`src/rtl/regfile_sequencer.sv`:
```
// Multi-cycle register-file access controller: fetch two operands, hand them to the ALU,
// wait for the result and optionally write it back. Optional ALU timeout: REGFILE_SEQ_TIMEOUT_EN.
module regfile_sequencer #(
    parameter int n = 8
) (
    input  logic         clk,
    input  logic         rst,
    input  logic         start,
    input  logic [1:0]   instr_rs0,
    input  logic [1:0]   instr_rs1,
    input  logic [1:0]   instr_rd,
    input  logic         instr_wb,
    output logic         busy,
    output logic         done,
    output logic         err,
    output logic [1:0]   rd0_num,
    output logic [1:0]   rd1_num,
    input  logic [n-1:0] rd0_data,
    input  logic [n-1:0] rd1_data,
    output logic [n-1:0] a_out,
    output logic [n-1:0] b_out,
    output logic         alu_valid,
    input  logic         alu_ready,
    input  logic [n-1:0] alu_result,
    output logic [1:0]   wr_num,
    output logic [n-1:0] wr_data,
    output logic         wr_en
);

    localparam logic [1:0] IDLE  = 2'd0;
    localparam logic [1:0] FETCH = 2'd1;
    localparam logic [1:0] EXEC  = 2'd2;
    localparam logic [1:0] WB    = 2'd3;

    logic [1:0] state;
    logic [1:0] state_next;
    logic [1:0] rd_q;
    logic       wb_q;
    logic       exec_timeout;

    always_comb begin
        state_next = state;
        case (state)
            IDLE:    if (start) state_next = FETCH;
            FETCH:   state_next = EXEC;
            EXEC:    if (alu_ready || exec_timeout) state_next = WB;
            default: state_next = IDLE;
        endcase
    end

    // NOTE: sequential state uses non-blocking assignments so every register samples pre-edge values.
    always_ff @(posedge clk or posedge rst) begin
        if (rst) begin
            state   <= IDLE;
            rd0_num <= '0;
            rd1_num <= '0;
            rd_q    <= '0;
            wb_q    <= 1'b0;
            a_out   <= '0;
            b_out   <= '0;
            wr_num  <= '0;
            wr_data <= '0;
        end else begin
            state <= state_next;
            case (state)
                IDLE: begin
                    if (start) begin
                        rd0_num <= instr_rs0;
                        rd1_num <= instr_rs1;
                        rd_q    <= instr_rd;
                        wb_q    <= instr_wb;
                    end
                end
                FETCH: begin
                    a_out <= rd0_data;
                    b_out <= rd1_data;
                end
                EXEC: begin
                    if (alu_ready) begin
                        wr_data <= alu_result;
                        wr_num  <= rd_q;
                    end
                end
                default: ;
            endcase
        end
    end

    assign busy      = (state != IDLE);
    assign done      = (state == WB);
    assign alu_valid = (state == EXEC);

`ifdef REGFILE_SEQ_TIMEOUT_EN
    logic [3:0] tmo_cnt;
    logic       tmo_q;

    assign exec_timeout = (tmo_cnt == 4'd15) && !alu_ready;

    // tmo_q tracks the timeout decision each EXEC cycle and holds it through WB.
    always_ff @(posedge clk or posedge rst) begin
        if (rst) begin
            tmo_cnt <= '0;
            tmo_q   <= 1'b0;
        end else begin
            if (state == FETCH) begin
                tmo_cnt <= '0;
            end else if (state == EXEC && !alu_ready) begin
                tmo_cnt <= tmo_cnt + 4'd1;
            end
            if (state == EXEC) begin
                tmo_q <= exec_timeout;
            end
        end
    end

    assign err   = done && tmo_q;
    assign wr_en = done && wb_q && !tmo_q;
`else
    assign exec_timeout = 1'b0;
    assign err          = 1'b0;
    // NOTE: wr_en decodes the state register, so an async reset drops a pending write immediately.
    assign wr_en        = done && wb_q;
`endif

endmodule

```
`config.mk`:
```
export PLATFORM = sky130hd
export DESIGN_NAME = regfile_sequencer
export DESIGN_NICKNAME = d
export VERILOG_FILES = /design/src/rtl/regfile_sequencer.sv
export SDC_FILE = /design/constraint.sdc
export NUM_CORES = 1
export LEC_CHECK = 0
export ABC_AREA = 1
export CAP_MARGIN = 20
export CORE_MARGIN = 4
export CORE_UTILIZATION = 33
export CTS_CLUSTER_SIZE = 30
export DETAILED_ROUTE_END_ITERATION = 16
export GPL_TIMING_DRIVEN = 1
export PLACE_DENSITY = 0.75
export SYNTH_ARGS = -nofsm -noshare
export SYNTH_HDL_FRONTEND = slang
export SYNTH_SLANG_ARGS = --single-unit
```
`constraint.sdc`:
```
create_clock -name clk -period 1.1 [get_ports clk]
set_input_delay 0.22 -clock clk [delete_from_list [all_inputs] [get_ports clk]]
set_output_delay 0.22 -clock clk [all_outputs]
set_load 0.01 [all_outputs]
```
==> impl_results.md <==
* Status: finished, violations left
* Failing checks: negative setup slack
* Fraction of the mapped netlist area in adder cells at 0.0329
* Top cells by count, synth: 51 x nand2_1, 35 x dfrtp_1, 25 x inv_1
* Initial antenna violation count at 0
* WP data required at 0.88 ns
* Final ANT Viol Nets at 0
* Largest family of logic cells by synthesized area: simple AND/OR/NAND/NOR gates
* CP Launch Type: flip-flop
* Vias/cell at 4.33
* Mapped Area at 0.00152 mm^2
* WL/cell at 12.7 um
* Io pins at 70
* Clock Pin Slew Worst Setup and Hold Paths at 0.07 ns
* Layout Nets at 288
* Buffers & Inverters on Critical Path at 2
* Synth Area in XOR/XNOR at 0
* Maximum vdd ir drop at 0.000965 V
* Setup WS pre-CTS at -0.391 ns
* Final period utilization at 1.23
* Depth of the worst register-to-register path at 7
* H-Tree Level Count at 2
* Global-route wire length before repair at 6400 um
* Die Area at 0.00577 mm^2
* Post-Synth Simple-Gate Area at 0.203
* Area Growth Syn to Fin at 68.9%
* Post-synth EDFFs at 0
* Routability Congestion at 0.709
* Unrepaired setup endpoints after global routing: yes
* Clk sinks at 35
* Hold Path Class: input port to async pin
* Power density over the cells at 2760 mW/mm^2
* Crit-path max cell delay at 0.45 ns
* Setup skew after layout at 0.00587 ns
* Clock root buffer: clkbuf_8
* Most frequent CP cell: buf_6
* # diodes at 0
* Hold WS at 0.274 ns
* Worst skew pair latency at 0.28 ns
* Syn Area/Cell at 9.12 um^2
* Share of cells above drive strength 1 at 0.424
* Delay-heaviest family, CP: flip-flops
* CTS tree: built
* Post-synth top area cell: dfrtp_1
* Number of setup violations in the final report at 39
* Post-synth ARST share at 1.00
* Final Routed Wirelength at 3840 um
* Synth Flop Type: dfrtp_1
* Cts hold-fix bufs at 0
* Starting DRC count in detailed routing at 67
* Pwr Total at 7.09 mW
* Initial Utilization at 0.345
* Syn Nets at 206
* Top-area cell type share of the netlist area at 0.575
* Max-slew violations at 0
* Inst Count DP at 289
* Hold Vio Cnt, Final at 0
* # DRC at 0
* Yosys cell types at 17
* Worst Slack Setup Final at -0.254 ns
* GRT Total Usage at 0.135
* Reg2Reg Launch Point: state[1]$_DFFE_PP0P_
* Worst Setup End Kind: output pin
* Port Buffers at 68
* Slowest-stage cell, CP: dfrtp_2
* Pleak at 1.34 nW
* Vias at 1309
* Mux contribution to synthesized area at 0
* Period minus WS final at 1.35 ns
* Highest clock rate at 0.738 GHz
* Die height at 75.9 um
* Worst EP arrival at 1.13 ns
* Complex-gate fraction of the synthesized area at 0.0707
* Top cells by area, synth: dfrtp_1 58%, nand2_1 13%, inv_1 6.2%, o21ai_0 5.3%, nand3_1 4.9%
* CTS max path bufs at 2
* Setup_tns at -3.50 ns
* Area of the multi-input gates at 703 um^2
* CTS Buf Count at 5
* Site row count at 24
* Max-Cap Viols at 0
* CP max FO at 4
* Core Area at 0.00441 mm^2
* Yosys reg bits at 35
* Die width at 75.9 um
* Top-count cell post-synth: nand2_1
* DP HPWL at 2540 um
* Layout fillers at 417
* Storage element area at 878 um^2
* Seq/Total Area, Yosys at 0.575
* Syn. warnings at 0
* Largest net degree at the start of global routing at 36
* Critical path class: flip-flop to output pin
* Number of non-filler instances in the completed layout at 302
* FF-to-FF End: state[0]$_DFFE_PP0P_
* Vias in the first global route at 1344
* Crit-path cells: buf_6 -> ha_4 -> buf_6
* Post-Synthesis Cells at 167
* GR Overflow Total at 0
* First-pass detailed-route iteration total at 4
* R2R setup slack at -0.12 ns
through the flow:
stage	util	instance area, um^2
4_1_cts	0.560	2470
2_1_floorplan	-	1540
5_1_grt	0.582	2570
6_report	0.582	2570
3_5_place_dp	0.524	2310
3_3_place_gp	0.524	2310
worst max path at each step:
| stage | startpoint | endpoint | slack, ns | depth (start not counted) |
|---|---|---|---|---|
| after floorplan | state[1]$_DFFE_PP0P_ | state[1]$_DFFE_PP0P_ | -0.006 | 7 |
| after global placement | state[0]$_DFFE_PP0P_ | busy | -0.36 | 4 |
| after detailed placement | state[0]$_DFFE_PP0P_ | busy | -0.39 | 4 |
| after CTS | state[1]$_DFFE_PP0P_ | wr_en | -0.25 | 4 |
| after global routing | state[1]$_DFFE_PP0P_ | alu_valid | -0.29 | 3 |
| final | state[1]$_DFFE_PP0P_ | alu_valid | -0.25 | 3 |
tightest hold or removal path, cell delays in order:
cell             delay, ns
clkdlybuf4s50_1       0.39
inv_1                 0.09
buf_12                0.22
cell families (layout without fill, tap and decap cells):
family | after synthesis | in the layout
fa+ha+maj | 4 | 4
simple gates | 72 | 73
flops | 35 | 35
compound gates | 20 | 20
other cells | 1 | 1
buf+inv | 35 | 117
cell type report:
cell class	instances	share of cell area
timing repair buffer	83	0.289
inverter	26	0.0389
tap	52	0.0253
sequential	35	0.342
clock inverter	1	0.00195
clock buffer	7	0.0297
multi-input combinational	98	0.273
report_power, final:
group / internal, mW / total [mW] / switching [mW]
clock: 0.444 / 0.885 / 0.441
sequential: 1.92 / 2.28 / 0.357
combinational: 1.93 / 3.92 / 2.00
sequential cells by signal, indices dropped and copies added (netlist names), 2 cells and up:
register and flops:
b_out 8, rd1_num 2, state 2, rd_q 2, wr_num 2, a_out 8
wr_data 8, rd0_num 2
cell usage in the layout, fill, tap and decap left out, types with 6 or more instances in the layout:
cell type and n:
nand2_2 12, dfrtp_1 33, buf_6 6, o21ai_2 13
inv_1 22, buf_2 31, clkdlybuf4s50_1 34, nand3_1 15
nand2_4 12, nand2_1 30, buf_4 6
metal layers:
layer | global-route usage | routed length, um | vias to the layer above
met3 | 0.0498 | 277 | 2
met4 | 0.0427 | 34 | 0
met2 | 0.223 | 1920 | 41
met1 | 0.162 | 1610 | 596
li1 | - | - | 670
met5 | 0 | 0 | -
repair_timing:
action	CTS	global route
cloned	4	0
pin swaps	6	9
resized for setup	184	38
setup endpoints to repair	69	39
setup buffers	3	1
Power figures use the tool's default switching activity.
